<file path="config.mk">
export PLATFORM = sky130hd
export DESIGN_NAME = receiver
export DESIGN_NICKNAME = d
export VERILOG_FILES = /design/src/rtl/uart_pkg.sv /design/src/rtl/uart_sync.sv /design/src/rtl/receiver.sv
export SDC_FILE = /design/constraint.sdc
export NUM_CORES = 1
export LEC_CHECK = 0
export ABC_AREA = 1
export CAP_MARGIN = 20
export CELL_PAD_IN_SITES_DETAIL_PLACEMENT = 1
export CELL_PAD_IN_SITES_GLOBAL_PLACEMENT = 1
export CORE_UTILIZATION = 49
export CTS_BUF_LIST = sky130_fd_sc_hd__clkbuf_4 sky130_fd_sc_hd__clkbuf_8
export CTS_CLUSTER_DIAMETER = 200
export DETAILED_ROUTE_END_ITERATION = 6
export PLACE_DENSITY = 0.85
export SYNTH_ARGS = -nofsm -noshare
export SYNTH_HDL_FRONTEND = slang
export SYNTH_HIERARCHICAL = 1
export SYNTH_SLANG_ARGS = --single-unit
</file>
<file path="constraint.sdc">
create_clock -name clk -period 4.5 [get_ports clk]
set_input_delay 0.9 -clock clk [delete_from_list [all_inputs] [get_ports clk]]
set_output_delay 0.9 -clock clk [all_outputs]
set_load 0.02 [all_outputs]
</file>
<file path="src/rtl/uart_pkg.sv">
// Shared UART definitions used by both the transmitter and the receiver.
package uart_pkg;

    typedef enum logic [1:0] {
        IDLE  = 2'd0,
        START = 2'd1,
        BITS  = 2'd2,
        STOP  = 2'd3
    } uart_state_t;

    localparam int DATA_BITS = 8;

    function automatic int clks_per_bit(input int clk_freq, input int baud_rate);
        return clk_freq / baud_rate;
    endfunction

endpackage

</file>
<file path="src/rtl/uart_sync.sv">
// N-flop synchroniser for an asynchronous single-bit input; flops reset high (idle line level).
module uart_sync #(
    parameter int N = 2
) (
    input  logic clk,
    input  logic rst,
    input  logic d,
    output logic q
);

    logic [N-1:0] ff;

    always_ff @(posedge clk or negedge rst) begin
        if (!rst) ff <= '1;
        else      ff <= {ff[N-2:0], d};
    end

    assign q = ff[N-1];

endmodule

</file>
<file path="src/rtl/receiver.sv">
// UART 8N1 receiver: synchronised rx, bit-centre sampling, byte out with valid / frame_err strobes.
//
// state | meaning
// IDLE  | waiting for a falling edge on the synchronised line
// START | counting to the start-bit centre, rejecting glitches
// BITS  | sampling the eight data bits LSB first at bit centres
// STOP  | sampling the stop bit, then publishing the byte or flagging an error
module receiver
    import uart_pkg::*;
#(
    parameter int baud_rate = 9600,
    parameter int clk_freq  = 50_000_000
) (
    input  logic       clk,
    input  logic       rst,
    input  logic       rx,
    output logic [7:0] data,
    output logic       valid,
    output logic       frame_err
);

    localparam int CLKS_PER_BIT = clks_per_bit(clk_freq, baud_rate);
    localparam int HALF_BIT     = CLKS_PER_BIT / 2;
    localparam int CW           = $clog2(CLKS_PER_BIT);
    localparam logic [CW-1:0] BIT_LAST  = CW'(CLKS_PER_BIT - 1);
    localparam logic [CW-1:0] HALF_LAST = CW'(HALF_BIT - 1);
    localparam logic [2:0]    IDX_LAST  = 3'(DATA_BITS - 1);

    logic       rx_s;
    logic       rx_prev;
    logic [1:0] warm;

    uart_state_t          state, state_n;
    logic [CW-1:0]        cnt, cnt_n;
    logic [2:0]           bit_idx, idx_n;
    logic [DATA_BITS-1:0] shift, shift_n;
    logic [7:0]           data_n;
    logic                 valid_n, ferr_n;

    uart_sync #(.N(2)) u_sync (
        .clk (clk),
        .rst (rst),
        .d   (rx),
        .q   (rx_s)
    );

    // rx_prev only follows rx_s once the synchroniser holds real line samples,
    // so a line that is already low out of reset never looks like a start edge.
    always_ff @(posedge clk or negedge rst) begin
        if (!rst) begin
            warm    <= 2'b00;
            rx_prev <= 1'b0;
        end else begin
            warm    <= {warm[0], 1'b1};
            rx_prev <= warm[1] ? rx_s : 1'b0;
        end
    end

    always_ff @(posedge clk or negedge rst) begin
        if (!rst) begin
            state     <= IDLE;
            cnt       <= '0;
            bit_idx   <= '0;
            shift     <= '0;
            data      <= '0;
            valid     <= 1'b0;
            frame_err <= 1'b0;
        end else begin
            state     <= state_n;
            cnt       <= cnt_n;
            bit_idx   <= idx_n;
            shift     <= shift_n;
            data      <= data_n;
            valid     <= valid_n;
            frame_err <= ferr_n;
        end
    end

    always_comb begin
        state_n = state;
        cnt_n   = cnt;
        idx_n   = bit_idx;
        shift_n = shift;
        data_n  = data;
        valid_n = 1'b0;
        ferr_n  = 1'b0;
        case (state)
            IDLE: begin
                cnt_n = '0;
                idx_n = '0;
                if (rx_prev && !rx_s) state_n = START;
            end
            START: begin
                if (cnt == HALF_LAST) begin
                    cnt_n   = '0;
                    state_n = rx_s ? IDLE : BITS;
                end else begin
                    cnt_n = cnt + 1'b1;
                end
            end
            BITS: begin
                if (cnt == BIT_LAST) begin
                    cnt_n   = '0;
                    shift_n = {rx_s, shift[DATA_BITS-1:1]};
                    idx_n   = bit_idx + 3'd1;
                    if (bit_idx == IDX_LAST) state_n = STOP;
                end else begin
                    cnt_n = cnt + 1'b1;
                end
            end
            STOP: begin
                if (cnt == BIT_LAST) begin
                    cnt_n   = '0;
                    state_n = IDLE;
                    if (rx_s) begin
                        data_n  = shift;
                        valid_n = 1'b1;
                    end else begin
                        ferr_n = 1'b1;
                    end
                end else begin
                    cnt_n = cnt + 1'b1;
                end
            end
            default: state_n = IDLE;
        endcase
    end

endmodule

</file>
==> results.yml, run 1 <==
setup_path:
  crit_chain: "clkdlybuf4s50_1"
  worstSetupStartpointType: "flop"
  arrival_ps: 1260
  critPathKind: "reg2out"
  cp.buffers_inverters: 1
  slowest_stage: "clkdlybuf4s50_1"
  critical_path.max_stage_delay_ps: 600
  critPathCaptureType: "primary output"
  cp.required_ps: 3600
  critPathMaxFanout: 2
  cpLargestDelayFamily: "buffers and inverters"
power:
  peakVddDrop_mv: 0.390
  p_clk_frac: 0.351
  p_leak_nw: 1.11
  swShare: 0.311
  p_int_mw: 0.684
  power_density_nw_per_um2: 452
  combPwrFrac: 0.206
  p_sw_mw: 0.309
  seqPwrFrac: 0.443
grt:
  antenna_found_initial: 0
  grt_max_degree: 42
  grt_overflow: 0
  first_global_vias: 1532
  grt_usage: 0.235
  grt_pass1_wl_um: 7180
cts:
  cts_tree: "yes"
  cts_buffers: 5
  cts_root_buf: "clkbuf_8"
  clk_latency_ps: 300
  max-clock-path-buffers: 2
  cts.sinks: 41
  cts_hold_repair.buffers: 0
  htreeDepth: 2
  clk_pin_slew_ps: 80
  cts_setup_buffers: 0
  cts_resized: 0
detailed_routing:
  wl_um: 4110
  drtIter0Drc: 75
  drt_first_pass_iters: 4
  num_vias: 1502
  ant_nets: 0
  route.detailed.drc: 0
  wl_per_cell_um: 14.1
  vias_per_cell: 5.14
layout:
  stdcell_count: 292
  multi_input_area_um2: 764
  area_growth_pct: 14.9
  num-fill-cells: 444
  n_antenna_cell: 0
  register_area_um2: 1030
  final_nets: 249
  layout_commonest_cell: "nand2_1"
  layout-drive-gt1-share: 0.107
  final_cell_mix: "nand2_1, dfrtp_1, nor2_1, inv_1, nand3_1"
placement:
  routabilityCongestion: 0.854
  dp_cells: 284
  port_buffers: 12
  dpl.hpwl_um: 2910
sta:
  period_minus_slack_ps: 2160
  slew_headroom: 0.417
  slew_viol_final: 0
  setup_tns_ps: 0
  fin_crit_sh: 0.481
  clock.fmax_mhz: 462
  skew_ps: 7.21
  tightest_slew_ps: 875
  rsz0062_at_grt: "no"
  finalHoldViolations: 0
  setup-violations-final: 0
min_path:
  min_path_type: "reg2reg"
status:
  status: "complete, no violations"
floorplan:
  num_io_pins: 13
  start_util: 0.518
  core_um2: 3690
  dieArea_um2: 4150
  die_y_um: 64.4
  fp.dieW_um: 64.4
  rows: 22
yosys:
  yosys.area.top_type: "dfrtp_1"
  netlist_top_cells_area: "dfrtp_1, nand2_1, nor2_1"
  synth_top_area_frac: 0.511
  synth_seq_cells: 41
  yosysWarnings: 6
  synthCells: 227
  synth_nets: 233
  syn_area_um2: 1910
  ys_types: 26
  yosysSeqAreaShare: 0.538
  synth.avg_cell_area_um2: 8.42
flow_run:
  drv_cap: 0
==> power groups by stage <==
stage	registers, mW	clock network [mW]	logic, mW
final	0.440	0.348	0.205
after global routing	0.444	0.371	0.235
after CTS	0.440	0.358	0.208
after detailed placement	0.447	0	0.207
after global placement	0.444	0	0.197
after floorplan	0.437	0	0.170
==> area by class of cell <==
class,instances,area share
timing repair buffer,12,0.0524
multi-input combinational,158,0.348
sequential,41,0.468
inverter,25,0.0427
clock buffer,5,0.0313
clock inverter,3,0.0296
tap,48,0.0274
==> state kept, by name (all words and copies together), names as in the netlist, named ones only <==
signal / count
bit_idx: 3
cnt: 13
data: 8
frame_err: 1
rx_prev: 1
shift: 8
state: 1
u_sync/ff: 2
valid: 1
warm: 2
==> path summary, 6_finish.rpt <==
kind                                   start           end  slack, ps  cells past startpoint
worst max-delay path                 data[6]       data[6]       2340                      1
worst min-delay path            u_sync/ff[0]  u_sync/ff[1]        360                      0
worst max register to register        cnt[0]       data[6]       2790                      8
worst min register to register  u_sync/ff[0]  u_sync/ff[1]        360                      0
max in group asynchronous                rst        cnt[5]       3230                      1
min in group asynchronous                rst       cnt[10]        710                      1
==> synth_stat cells <==
cell / n
nand3_1: 13
buf_4: 1
ha_1: 3
nor3_2: 1
nand2_1: 78
o21ai_1: 4
inv_1: 22
conb_1: 1
a21oi_1: 2
nand4_1: 7
nand3_2: 1
nor3_4: 1
xor2_1: 5
inv_2: 3
nand2_2: 4
nand3_4: 1
nor3_1: 6
nor2_2: 3
nor2_1: 24
xnor2_1: 1
nor2_4: 1
dfrtp_1: 39
dfstp_2: 2
o21ai_0: 2
buf_2: 1
buf_6: 1
==> stage by stage <==
step           worst slack (ps)  area, um^2  power [mW]   util  hold slack, ps
2_1_floorplan              3070        1910       0.607      -             331
3_3_place_gp               2690        2060       0.641  0.559             344
3_5_place_dp               2660        2060       0.654  0.559             352
4_1_cts                    2320        2200        1.01  0.595             363
5_1_grt                    2280        2200        1.05  0.595             368
6_report                   2340        2200       0.993  0.595             361
==> metal layers <==
layer / GRT usage / wire length [um]
met2: 0.350 / 1910
met4: 0.106 / 93
met5: 0 / 0
met3: 0.0634 / 166
met1: 0.320 / 1940
==> kinds of logic after synthesis <==
logic type	after synthesis	share of synthesized area
other	1	0.00196
buffers and inverters	28	0.0616
xor gates and xnor gates	6	0.0275
AOI/OAI and AO/OA	8	0.0210
DFF	41	0.538
adders and majority gates	3	0.0196
and+or+nand+nor	140	0.330
Power figures use the tool's default switching activity.
==> run 2, diff against run 1 <==
CORE_UTILIZATION = 46   (was 49)
PLACE_DENSITY = 0.8   (was 0.85)
clock period = 2.2 ns   (was 4.5 ns; I/O delays follow)
==> run 2 against run 1 <==
Global-route usage down 2.4 points; register-to-register slack worse by 2300 ps; critical path depth unchanged; critical endpoint is now frame_err; sequential share of layout area up 0.080 points; flip-flop and latch count unchanged; die area up 6.3%; combinational power up 100%; first-iteration DRC count up 33%; via count down 0.27%; setup slack worse by 1800 ps.
==> results.yml, run 2 (synthesized netlist as in run 1, its figures left out) <==
floorplan:
  fp.dieW_um: 66.4
  start_util: 0.478
  dieArea_um2: 4410
  core_um2: 4000
  num_io_pins: 13
  rows: 23
  die_y_um: 66.4
grt:
  grt_pass1_wl_um: 6750
  grt_usage: 0.210
  first_global_vias: 1418
  grt_overflow: 0
  antenna_found_initial: 0
  grt_max_degree: 42
power:
  combPwrFrac: 0.212
  peakVddDrop_mv: 0.684
  power_density_nw_per_um2: 888
  p_sw_mw: 0.627
  p_clk_frac: 0.326
  p_int_mw: 1.32
  seqPwrFrac: 0.463
  p_leak_nw: 1.10
  swShare: 0.322
  total_power_mw: 1.95
setup_path:
  rr_worst_depth: 6
  rrSetupSlack_ps: 490
  r2r_end: "bit_idx[0]"
  critical_path.endpoint: "frame_err"
  slowest_stage: "clkdlybuf4s50_1"
  worstSetupStartpointType: "flop"
  crit_chain: "clkdlybuf4s50_1"
  critPathCaptureType: "primary output"
  r2r_start: "cnt[9]"
  arrival_ps: 1270
  cpLargestDelayFamily: "buffers and inverters"
  critical_path.max_stage_delay_ps: 610
  critPathLaunch: "frame_err"
  critPathMaxFanout: 1
  cp_num_cells: 1
  cp.buffers_inverters: 1
  cp.required_ps: 1760
  critPathKind: "reg2out"
cts:
  cts_buffers: 5
  cts.sinks: 41
  max-clock-path-buffers: 2
  htreeDepth: 2
  cts_setup_buffers: 0
  cts_hold_repair.buffers: 0
  cts_root_buf: "clkbuf_8"
  clk_pin_slew_ps: 80
  cts_tree: "yes"
  cts_resized: 0
  clk_latency_ps: 300
detailed_routing:
  drtIter0Drc: 100
  vias_per_cell: 5.08
  route.detailed.drc: 0
  wl_um: 4030
  wl_per_cell_um: 13.7
  num_vias: 1498
  ant_nets: 0
  drt_first_pass_iters: 4
min_path:
  min_path_type: "in2async"
layout:
  top_register: "cnt"
  final_cell_area_um2: 2190
  final_cell_mix: "nand2_1, dfrtp_1, nor2_1, inv_1, nand3_1"
  layout-drive-gt1-share: 0.110
  n_antenna_cell: 0
  area_growth_pct: 14.7
  largest_register_ffs: 13
  final_nets: 250
  layout_commonest_cell: "nand2_1"
  reg_top3: "cnt (13), data (8), shift (8)"
sta:
  setup-violations-final: 0
  slew_headroom: 0.658
  finalHoldViolations: 0
  setup_tns_ps: 0
  tightest_slew_ps: 514
  skew_ps: 6.70
  fin_crit_sh: 0.778
  period_minus_slack_ps: 1710
  slew_viol_final: 0
  clock.fmax_mhz: 584
  rsz0062_at_grt: "no"
placement:
  place_area_um2: 2070
  routabilityCongestion: 0.824
  dpl.hpwl_um: 2870
  port_buffers: 12
flow_run:
  drv_cap: 0
status:
  status: "complete, no violations"
## run 2: per-stage QoR
stage               instances  utilization  setup WS [ps]  hold slack [ps]
CTS                       295        0.548            472              212
global placement          287        0.518            561              343
detailed placement        287        0.518            491              349
finish                    295        0.548            488              199
floorplan                 227            -            770              144
global route              295        0.548            322              240
## run 2: cell type report
class	count	area, um^2
clock buffer	6	82.6
clock inverter	2	37.5
fill	493	1810
inverter	25	93.8
multi-input combinational	158	764
sequential	41	1030
tap	50	62.6
timing repair buffer	13	123
## run 2: worst min-delay path by stage
| stage | endpoint | cells past startpoint | start | slack [ps] |
|---|---|---|---|---|
| 6_report | data[1] | 2 | rst | 200 |
| 5_1_grt | data[1] | 2 | rst | 240 |
| 4_1_cts | data[1] | 2 | rst | 210 |
| 3_5_place_dp | u_sync/ff[1] | 0 | u_sync/ff[0] | 350 |
| 3_3_place_gp | warm[1] | 0 | warm[0] | 340 |
| 2_1_floorplan | asynchronous set/reset pin | 0 | rst | 140 |
## run 2: power groups by stage
stage	Clock (mW)	Sequential [mW]	Combinational, mW
after floorplan	0	0.894	0.347
after global placement	0	0.908	0.406
after detailed placement	0	0.912	0.420
after CTS	0.645	0.899	0.421
after global routing	0.677	0.913	0.474
final	0.634	0.901	0.412
## run 2: per-layer routing
metal,global-route usage,wire length (um)
met2,0.302,1820
met5,0,0
met3,0.0672,142
met1,0.290,2010
met4,0.0878,65
==> run 3, diff against run 2 <==
CORE_UTILIZATION = 41   (was 46)
PLACE_DENSITY = 0.76   (was 0.8)
clock period = 1.39 ns   (was 2.2 ns; I/O delays follow)
==> run 3 against run 2 <==
The flow now finishes with violations (negative setup slack); hold slack better by 160 ps; die area up 12%; cell count up 11%; critical path depth up 8; clock skew about the same; combinational power rose to 2.7 times the previous value; critical endpoint is now cnt[9]; largest cell class unchanged.
==> results.yml, run 3 (synthesized netlist as in run 1, its figures left out) <==
layout:
  top_register: "cnt"
  num-fill-cells: 518
  area_growth_pct: 29.7
  final_cell_mix: "nand2_1, dfrtp_1, buf_4, nor2_1, inv_1"
  final_util: 0.561
  reg_top3: "cnt (13), data (8), shift (8)"
  final_nets: 280
  final_cell_area_um2: 2480
  layout-drive-gt1-share: 0.258
  layout_commonest_cell: "nand2_1"
  largest_register_ffs: 13
  n_antenna_cell: 0
detailed_routing:
  wl_per_cell_um: 15.1
  ant_nets: 0
  route.detailed.drc: 0
  num_vias: 1666
  drt_first_pass_iters: 5
  wl_um: 4930
  drtIter0Drc: 110
  vias_per_cell: 5.09
setup_path:
  rrSetupSlack_ps: -90
  arrival_ps: 1680
  worstSetupStartpointType: "flop"
  cp.required_ps: 1590
  critPathKind: "reg2reg"
  critical_path.max_stage_delay_ps: 410
  critPathCaptureType: "flop"
  critPathMaxFanout: 6
  crit_top_cell: "nand2_4"
  r2r_end: "cnt[9]"
  r2r_start: "cnt[1]"
  slowest_stage: "dfrtp_1"
  crit_chain: "ha_4 -> nand2_4 -> nor2_4 -> nand3_4 -> nand2_4 -> nand2_4 -> buf_6 -> nand2_2 -> nor2_2"
  rr_worst_depth: 9
sta:
  rsz0062_at_grt: "yes"
  fin_crit_sh: 1.06
  clock.fmax_mhz: 676
  period_minus_slack_ps: 1480
  setup-violations-final: 27
  slew_viol_final: 0
  finalHoldViolations: 0
  skew_ps: 6.21
  worst_slack_ps: -88.7
grt:
  grt_usage: 0.215
  grt_overflow: 0
  antenna_found_initial: 0
  grt_max_degree: 22
  grt_pass1_wl_um: 8160
  first_global_vias: 1754
floorplan:
  fp.dieW_um: 70.3
  start_util: 0.433
  core_um2: 4410
  rows: 24
  dieArea_um2: 4940
  num_io_pins: 13
  die_y_um: 70.3
power:
  p_leak_nw: 1.29
  peakVddDrop_mv: 0.921
  power_density_nw_per_um2: 1370
placement:
  port_buffers: 12
  dpl.hpwl_um: 3180
  routabilityCongestion: 0.800
  place_area_um2: 2250
cts:
  cts_root_buf: "clkbuf_8"
  clk_pin_slew_ps: 80
  max-clock-path-buffers: 2
  clk_latency_ps: 300
  cts_tree: "yes"
  htreeDepth: 2
  cts.sinks: 41
  cts_buffers: 5
min_path:
  min_path_type: "reg2reg"
  hold_path_end: "u_sync/ff[1]"
  hp-start: "u_sync/ff[0]"
  worstHoldPathCells: 0
flow_run:
  drv_cap: 0
status:
  status: "finished with violations"
  violations: "negative setup slack"
run 3: changes by cell type in the layout (fill, tap and decap cells not counted), sizes merged, moves of 2 or more:
cell	before	now
buf	2	28
clkdlybuf4s50	11	1
dlygate4sd2	0	10
clkinv	0	2
run 3: worst max path at each step:
stage	startpoint	end	depth (start not counted)
after floorplan	cnt[0]	cnt[10]	10
after global placement	cnt[0]	data[3]	8
after detailed placement	cnt[1]	cnt[2]	8
after CTS	cnt[1]	data[6]	8
after global routing	cnt[7]	cnt[9]	10
final	cnt[1]	cnt[9]	9
run 3: layer usage:
layer / vias up / wire (um) / track usage
li1: 804 / - / -
met1: 828 / 2300 / 0.277
met2: 25 / 2380 / 0.352
met3: 9 / 152 / 0.0447
met4: 0 / 97 / 0.0867
met5: - / 0 / 0
run 3: timing repair:
item / 4_1_cts / 5_1_grt
endpoints found under the hold margin: 39 / 0
gates resized for setup: 23 / 14
cloned: 1 / 2
endpoints found under the setup margin: 43 / 34
hold buffers: 1 / 0
pin swaps: 4 / 9
buffers inserted: 1 / 3
run 3: power by group:
part | internal (mW) | switching (mW)
Combinational | 0.432 | 0.688
Sequential | 1.31 | 0.133
Clock | 0.402 | 0.423
run 3: area by class of cell:
cell class,instances,area (um^2),share of cell area
Clock inverter,2,13.8,0.00556
Timing Repair inverter,1,7.51,0.00303
Tap cell,52,65.1,0.0263
Timing Repair Buffer,40,323,0.130
Clock buffer,6,82.6,0.0333
Multi-Input combinational cell,160,857,0.346
Inverter,25,96.3,0.0389
Sequential cell,41,1030,0.417
run 3: through the flow:
step | cells | setup TNS, ps | setup WS [ps] | power [mW] | hold slack (ps)
detailed placement | 311 | -2300 | -127 | 2.29 | 279
global placement | 311 | -856 | -64.5 | 2.24 | 270
global route | 327 | -4000 | -155 | 3.56 | 366
finish | 327 | -1270 | -88.7 | 3.39 | 359
CTS | 322 | -219 | -24.6 | 3.25 | 362
floorplan | 227 | 0 | 2.52 | 1.98 | -17.6
run 3: critical path: cells and delay by family, from the launching register on:
family | cells | cell delay, ps
AND/OR/NAND/NOR | 7 | 640
flip-flops | 1 | 410
buffers and inverters | 1 | 130
adder cells (fa/ha/maj) | 1 | 190
